<file path="config.mk">
export PLATFORM = sky130hd
export DESIGN_NAME = frame_scanout
export DESIGN_NICKNAME = d
export VERILOG_FILES = /design/src/rtl/frame_scanout.sv
export SDC_FILE = /design/constraint.sdc
export NUM_CORES = 1
export LEC_CHECK = 0
export ABC_CLOCK_PERIOD_IN_PS = 8790
export BUFFER_PORTS_ARGS = -buffer_cell sky130_fd_sc_hd__buf_2
export CAP_MARGIN = 20
export CORE_ASPECT_RATIO = 0.5
export CORE_MARGIN = 2
export CORE_UTILIZATION = 38
export DETAILED_ROUTE_END_ITERATION = 8
export GPL_TIMING_DRIVEN = 0
export HOLD_SLACK_MARGIN = 0.08
export PLACE_DENSITY_LB_ADDON = 0.08
export SYNTH_ARGS = -nofsm -noshare
export SYNTH_HDL_FRONTEND = slang
export SYNTH_SLANG_ARGS = --single-unit
</file>
<file path="constraint.sdc">
create_clock -name Clk -period 8.79 [get_ports Clk]
set_input_delay 2.637 -clock Clk [delete_from_list [all_inputs] [get_ports Clk]]
set_output_delay 2.637 -clock Clk [all_outputs]
set_load 0.01 [all_outputs]
</file>
<file path="src/rtl/frame_scanout.sv">
// frame_scanout: VGA scan-out side of a double-buffered frame SRAM.
// Generates 640x480@60 timing and reads pixels from the displayed buffer.
// It grants write slots to the drawer and swaps buffers at vblank.
// Ports:
//   Clk, Reset_n   - 2x pixel clock, async active-low reset
//   frame_done     - drawer has finished the back buffer
//   mem_rdata      - SRAM read data, valid one Clk after mem_rd
//   mem_addr       - SRAM read address (0 outside read slots)
//   mem_rd, wr_en  - read strobe / drawer write grant
//   buffer_using   - buffer owned by the drawer
//   frame_clk_edge - {prev,cur} swap tick, 01 then 10
//   hs, vs, blank  - active-low syncs and blanking
//   pix_color      - colour index, 0 while blanked
module frame_scanout #(
    parameter int H_VIS   = 640,
    parameter int H_TOT   = 800,
    parameter int V_VIS   = 480,
    parameter int V_TOT   = 525,
    parameter int HS_BEG  = 656,
    parameter int HS_END  = 752,
    parameter int VS_BEG  = 490,
    parameter int VS_END  = 492,
    parameter int BUF_OFS = 307200
) (
    input  logic        Clk,
    input  logic        Reset_n,
    input  logic        frame_done,
    input  logic [7:0]  mem_rdata,
    output logic [19:0] mem_addr,
    output logic        mem_rd,
    output logic        wr_en,
    output logic        buffer_using,
    output logic [1:0]  frame_clk_edge,
    output logic        hs,
    output logic        vs,
    output logic        blank,
    output logic [7:0]  pix_color
);

    localparam logic [9:0] HVIS = 10'(H_VIS);
    localparam logic [9:0] HLST = 10'(H_TOT - 1);
    localparam logic [9:0] VVIS = 10'(V_VIS);
    localparam logic [9:0] VLST = 10'(V_TOT - 1);
    localparam logic [9:0] HSB  = 10'(HS_BEG);
    localparam logic [9:0] HSE  = 10'(HS_END);
    localparam logic [9:0] VSB  = 10'(VS_BEG);
    localparam logic [9:0] VSE  = 10'(VS_END);

    typedef enum logic {SCAN, SWAP} state_t;

    state_t      state, state_nx;
    logic        phase;
    logic [9:0]  hc, vc;
    logic        visible, rd_slot;
    logic        hs_raw, vs_raw;
    logic        hs_d, vs_d, blank_d;
    logic        cur, cur_d;
    logic [19:0] base, pix_ofs;

    assign visible = (hc < HVIS) && (vc < VVIS);
    assign rd_slot = ~phase & visible;
    assign hs_raw  = ~((hc >= HSB) && (hc < HSE));
    assign vs_raw  = ~((vc >= VSB) && (vc < VSE));

    // Scanout shows ~buffer_using, so buffer 1 is read while the drawer owns 0.
    assign base    = buffer_using ? 20'd0 : 20'(BUF_OFS);
    assign pix_ofs = 20'(vc) * 20'(H_VIS) + 20'(hc);

    // Slot strobes are decoded straight from the counters so that the read
    // for a pixel goes out in its own phase-0 cycle; reset masks them.
    assign mem_rd   = Reset_n & rd_slot;
    assign wr_en    = Reset_n & ~rd_slot;
    assign mem_addr = mem_rd ? base + pix_ofs : 20'd0;

    assign frame_clk_edge = {cur_d, cur};

    always_ff @(posedge Clk or negedge Reset_n) begin
        if (!Reset_n) begin
            phase <= 1'b0;
            hc    <= 10'd0;
            vc    <= 10'd0;
        end else begin
            phase <= ~phase;
            if (phase) begin
                if (hc == HLST) begin
                    hc <= 10'd0;
                    vc <= (vc == VLST) ? 10'd0 : vc + 10'd1;
                end else begin
                    hc <= hc + 10'd1;
                end
            end
        end
    end

    // Syncs/blank take two Clk to line up with the returned pixel.
    always_ff @(posedge Clk or negedge Reset_n) begin
        if (!Reset_n) begin
            hs_d      <= 1'b1;
            vs_d      <= 1'b1;
            blank_d   <= 1'b1;
            hs        <= 1'b1;
            vs        <= 1'b1;
            blank     <= 1'b1;
            pix_color <= 8'd0;
        end else begin
            hs_d    <= hs_raw;
            vs_d    <= vs_raw;
            blank_d <= ~visible;
            hs      <= hs_d;
            vs      <= vs_d;
            blank   <= blank_d;
            if (phase) begin
                pix_color <= blank_d ? 8'd0 : mem_rdata;
            end
        end
    end

    always_comb begin
        state_nx = state;
        case (state)
            SCAN: begin
                if (~phase && hc == 10'd0 && vc == VVIS && frame_done) begin
                    state_nx = SWAP;
                end
            end
            SWAP:    state_nx = SCAN;
            default: state_nx = SCAN;
        endcase
    end

    always_ff @(posedge Clk or negedge Reset_n) begin
        if (!Reset_n) begin
            state        <= SCAN;
            buffer_using <= 1'b0;
            cur          <= 1'b0;
            cur_d        <= 1'b0;
        end else begin
            state        <= state_nx;
            buffer_using <= buffer_using ^ (state == SWAP);
            cur          <= (state == SWAP);
            cur_d        <= cur;
        end
    end

endmodule

</file>
* Yosys cells after proc, flatten, opt, wreduce, memory -nomap -nowiden
Index checks and enable logic that the tools add are counted.
** Word-level totals
- Flip-flop bits (word level) :: 39
- Latch bits :: 0
- RAM bits :: 0
- ROM bits :: 0
- Input bits :: 11
- Word-level logic and storage cells :: 53
- Memories kept :: 0
** Cells by class
- Add/subtract/negate cells :: 4
- Multipliers :: 1
- Divide/modulo/power cells :: 0
- Magnitude comparators :: 6
- Equal/unequal tests :: 3
- Shift-type cells :: 0
- Multiplexer cells :: 7
- Bitwise logic cells :: 10
- Reductions and logical operators :: 8
** Operators by type and width (count)
- $add 10x1->10 const B :: 2
- $add 19x20->20 :: 1
- $add 20x10->20 :: 1
- $eq 10x10->1 const B :: 2
- $lt 10x10->1 const B :: 2
- $lt 10x9->1 const B :: 2
- $mux 10 :: 2
- $mux 20 :: 1
- $mux 19 :: 1
- $mul 10x3->13 const B :: 1
- $eq 10x9->1 const B :: 1
- $ge 10x10->1 const B :: 1
- $ge 10x9->1 const B :: 1
- $logic_not 10->1 :: 1
- $mux 8 :: 1
- $logic_and 1x1->1 :: 6
- $not 1->1 :: 6
- $and 1x1->1 :: 3
- $pmux 1 s2 :: 1
- $reduce_and 2->1 :: 1
- $mux 1 :: 1
- $xor 1x1->1 :: 1

* Longest topological paths before layout
- Depth after elaboration :: 6
- Depth in mapped cells :: 13
- Gate-level depth less buffers :: 13

* Least setup slack after synthesis
No wires, ideal clock.
- Path kind :: input to output
- Start point :: input Reset_n
- End point :: output mem_addr[19]
- Data arrival time :: 3.209 ns
- Path slack :: 2.944 ns
- Stages :: 4
- Path buffers :: 0
- Cell sequence :: nand2_1 > inv_1 > nand2_1 > o21ai_0
** On the way
- Word-level cells in the longest chain between the ends :: 2
** RTL lines
- start, declared :: line 26 : input logic Reset_n,
- $and 1x1->1 :: line 71 : assign mem_rd = Reset_n & rd_slot;
- net mem_rd :: line 30 : output logic mem_rd,
- $mux 20 :: line 73 : assign mem_addr = mem_rd ? base + pix_ofs : 20'd0;
- end, declared :: line 29 : output logic [19:0] mem_addr,
The timed path passes the listed nets, and every way through them passes these cells.

* Worst setup path after layout
- Start point :: input Reset_n
- End point :: output mem_addr[13]
** On the way
- Word-level cells in the longest chain between the ends :: 2
** RTL lines (line)
- $and 1x1->1 :: 71
- $mux 20 :: 73
No other way between the ends.

==> metrics.txt <==
antenna fix cells=0; DR iter-0 viols=102; worst-path fanout max=48; Num CTS Buffers=5; Post-Synth XOR/XNOR Area=7.95%; arrival time at the worst endpoint=4.20 ns; TritonCTS clock tree=yes; Hold Crit Class=reg -> reg; largest registers=hc (10), vc (10), pix_color (8); FFs w/ async S/R, synth=100%; TNS Setup=0 ns; Slew HR=36.9%; Comb pwr share=3.1%; RSZ-0062 raised after global routing=no; Syn Area/Cell=9.34 sq um; setup bufs post-CTS=0; Final setup viols=0; GPL Wtd Cong=0.772; number of buffers inserted by hold repair at cts=0; cells taking the most area after synthesis=dfrtp_1 31%, ha_1 13%, dfstp_2 6.0%, xnor2_1 5.3%, o21ai_0 4.0%; Die Width=122 um; #FFs+latches synth=39; post-CTS resize count=0; final WL=5680 um; WP buf/inv=3; Setup CP Type=in -> out; NetSw=0.0765 mW; final instance area=3130 sq um; Clock Pin Slew Worst Setup and Hold Paths=0.06 ns; simple-gate share of the synthesized area=24.6%; dpl cell area=2990 sq um; post-synthesis mux area share=0.758%; Primary FF master, synth=dfrtp_1; initial antenna violation count=0; grt ovf=0; cell mode on critical path=buf_2; Via density=5.11; synthesis-to-layout area growth=18.4%; Post-Syn Area=2640 sq um; fin nets=376; sw frac=20.8%; Die ar.=7680 sq um; Syn Inst Count=283; via count=2193; Rows=21; # placed instances=421; first-pass GRT wire length=9980 um; Skew-Pair Late Insertion Delay=0.28 ns; Routed Antenna Nets=0; Initial Utilization=39.4%; largest net degree at the start of global routing=49; EDFF count, synth=0; Final Hold Viols=0; post-synthesis compound-gate area fraction=11.1%; DP Wirelength=4310 um; Critical Path End Type=output pin; clock group share of total power=47.1%; critical path's top delay family=buffers and inverters; CP Data Required Time=6.15 ns; DRT Pass-1 Iters=4; Die Y=63.0 um; share of cells above drive strength 1=22.3%; Flop pwr share=49.7%; multi-input logic area=1550 sq um; PwrDens=117 nW/um^2; Post-Layout Cell Count=429; htree depth=2; outcome=complete, no violations; CTS Sinks=39; Final Critical Period=6.84 ns; Ys Warns=0; post-synthesis sequential area ratio=37.2%; Tcrit/Tclk final=77.8%; register area=983 sq um; GRT Total Usage=16.1%; worst-margin pin slew=0.947 ns; CTS max path bufs=2; Syn Nets=323; distinct cell type count after synthesis=50; worst hold slack=0.355 ns; Max Clk Rate=146 MHz; Placeable Area=6700 sq um; Leak=1.58 nW; critical path cell sequence=buf_2 -> nand2_1 -> buf_2 -> nor3b_1 -> buf_2; fin util=46.7%; slowest cell on the critical path=buf_2; Clock Tree Root=clkbuf_16; Slew Limit Fails=0; peak supply drop=0.0680 mV; drc violations=0; number of fill cells in the layout=648; internal power=0.290 mW; type of origin of the critical path=primary input; Max Cap Viol=0; post-synthesis adder-cell area fraction=14.3%; DR WL/cell=13.2 um; area leader, netlist=dfrtp_1; post-synth top area share=31.3%; vias in the first global route=2120; Ports=47; Clock Skew=0.00406 ns; main combinational cell family by area after synthesis=simple AND/OR/NAND/NOR gates; # port buffers=46; Crit path largest cell delay=0.70 ns
-- through the flow --
stage / total power [mW] / setup slack, ns
2_1_floorplan: 0.189 / 2.94
3_3_place_gp: 0.197 / 1.84
3_5_place_dp: 0.198 / 1.84
4_1_cts: 0.371 / 1.84
5_1_grt: 0.382 / 1.65
6_report: 0.367 / 1.95
-- area by class of cell --
type	count	area share (%)
clock buffer	6	4.12
timing repair buffer	46	7.36
tap	92	3.68
multi-input combinational	218	49.6
inverter	17	2.04
sequential	39	31.4
clock inverter	2	0.400
buffer	9	1.40
-- layout by cell type, fill, tap and decap left out, types with 3 or more instances in the layout --
| cell type | netlist | final |
|---|---|---|
| xnor2_1 | 16 | 16 |
| clkbuf_16 | 0 | 5 |
| and3_1 | 11 | 11 |
| a31oi_1 | 3 | 3 |
| dfrtp_1 | 33 | 33 |
| xor2_1 | 8 | 8 |
| nand2_1 | 24 | 24 |
| buf_2 | 2 | 48 |
| nand4_1 | 4 | 4 |
| and3_2 | 3 | 3 |
| nand3_1 | 7 | 7 |
| a21o_1 | 5 | 5 |
| inv_1 | 17 | 17 |
| clkbuf_1 | 5 | 6 |
| nor2_1 | 26 | 26 |
| nand3b_1 | 7 | 7 |
| a21oi_1 | 10 | 10 |
| o21ai_0 | 21 | 21 |
| ha_1 | 27 | 27 |
| dfstp_2 | 6 | 6 |
| nor3_1 | 5 | 5 |
| nand2b_1 | 3 | 3 |
| nor2b_1 | 3 | 3 |
-- kinds of logic (layout without fill, tap and decap cells) --
kind of cell,Yosys count,after routing
xor+xnor,24,24
buf+inv,26,80
mux,2,2
fa+ha+maj,29,29
flops,39,39
compound gates,48,48
simple gates,115,115
-- routing by layer --
| layer | up-vias | routed length, um | track usage (%) |
|---|---|---|---|
| li1 | 1096 | - | - |
| met4 | 0 | 43 | 3.02 |
| met3 | 4 | 305 | 4.11 |
| met1 | 1042 | 2910 | 22.9 |
| met2 | 51 | 2410 | 24.9 |
| met5 | - | 0 | 0 |
-- path summary, 6_finish.rpt --
path,slack [ns],endpoint,from,depth (start not counted)
worst min-delay path,0.35,hs$_DFF_PN1_,hs_d$_DFF_PN1_,0
min in group asynchronous,2.50,buffer_using$_DFF_PN0_,Reset_n,1
max in group asynchronous,5.69,pix_color[2]$_DFFE_PN0P_,Reset_n,1
worst max register to register,6.92,vc[9]$_DFFE_PN0P_,vc[1]$_DFFE_PN0P_,7
worst max-delay path,1.95,mem_addr[13],Reset_n,5
worst min register to register,0.35,hs$_DFF_PN1_,hs_d$_DFF_PN1_,0
-- power groups by stage --
stage / logic, mW / registers [mW] / clock network [mW]
after detailed placement: 0.0120 / 0.186 / 0
final: 0.0115 / 0.183 / 0.173
after CTS: 0.0120 / 0.183 / 0.176
after global routing: 0.0134 / 0.183 / 0.186
after global placement: 0.0117 / 0.185 / 0
after floorplan: 0.00233 / 0.187 / 0
-- synthesized netlist by cell type, drive strengths merged, types with 4 or more instances --
cell type / number
nand2: 24
a21o: 5
buf: 4
nand3b: 7
nor2: 27
clkbuf: 5
a21oi: 10
dfstp: 6
nand4: 5
inv: 17
nand3: 7
dfrtp: 33
nor3: 7
and3: 14
o21ai: 21
xnor2: 16
xor2: 8
ha: 27
(Power assumes the default switching activity.)
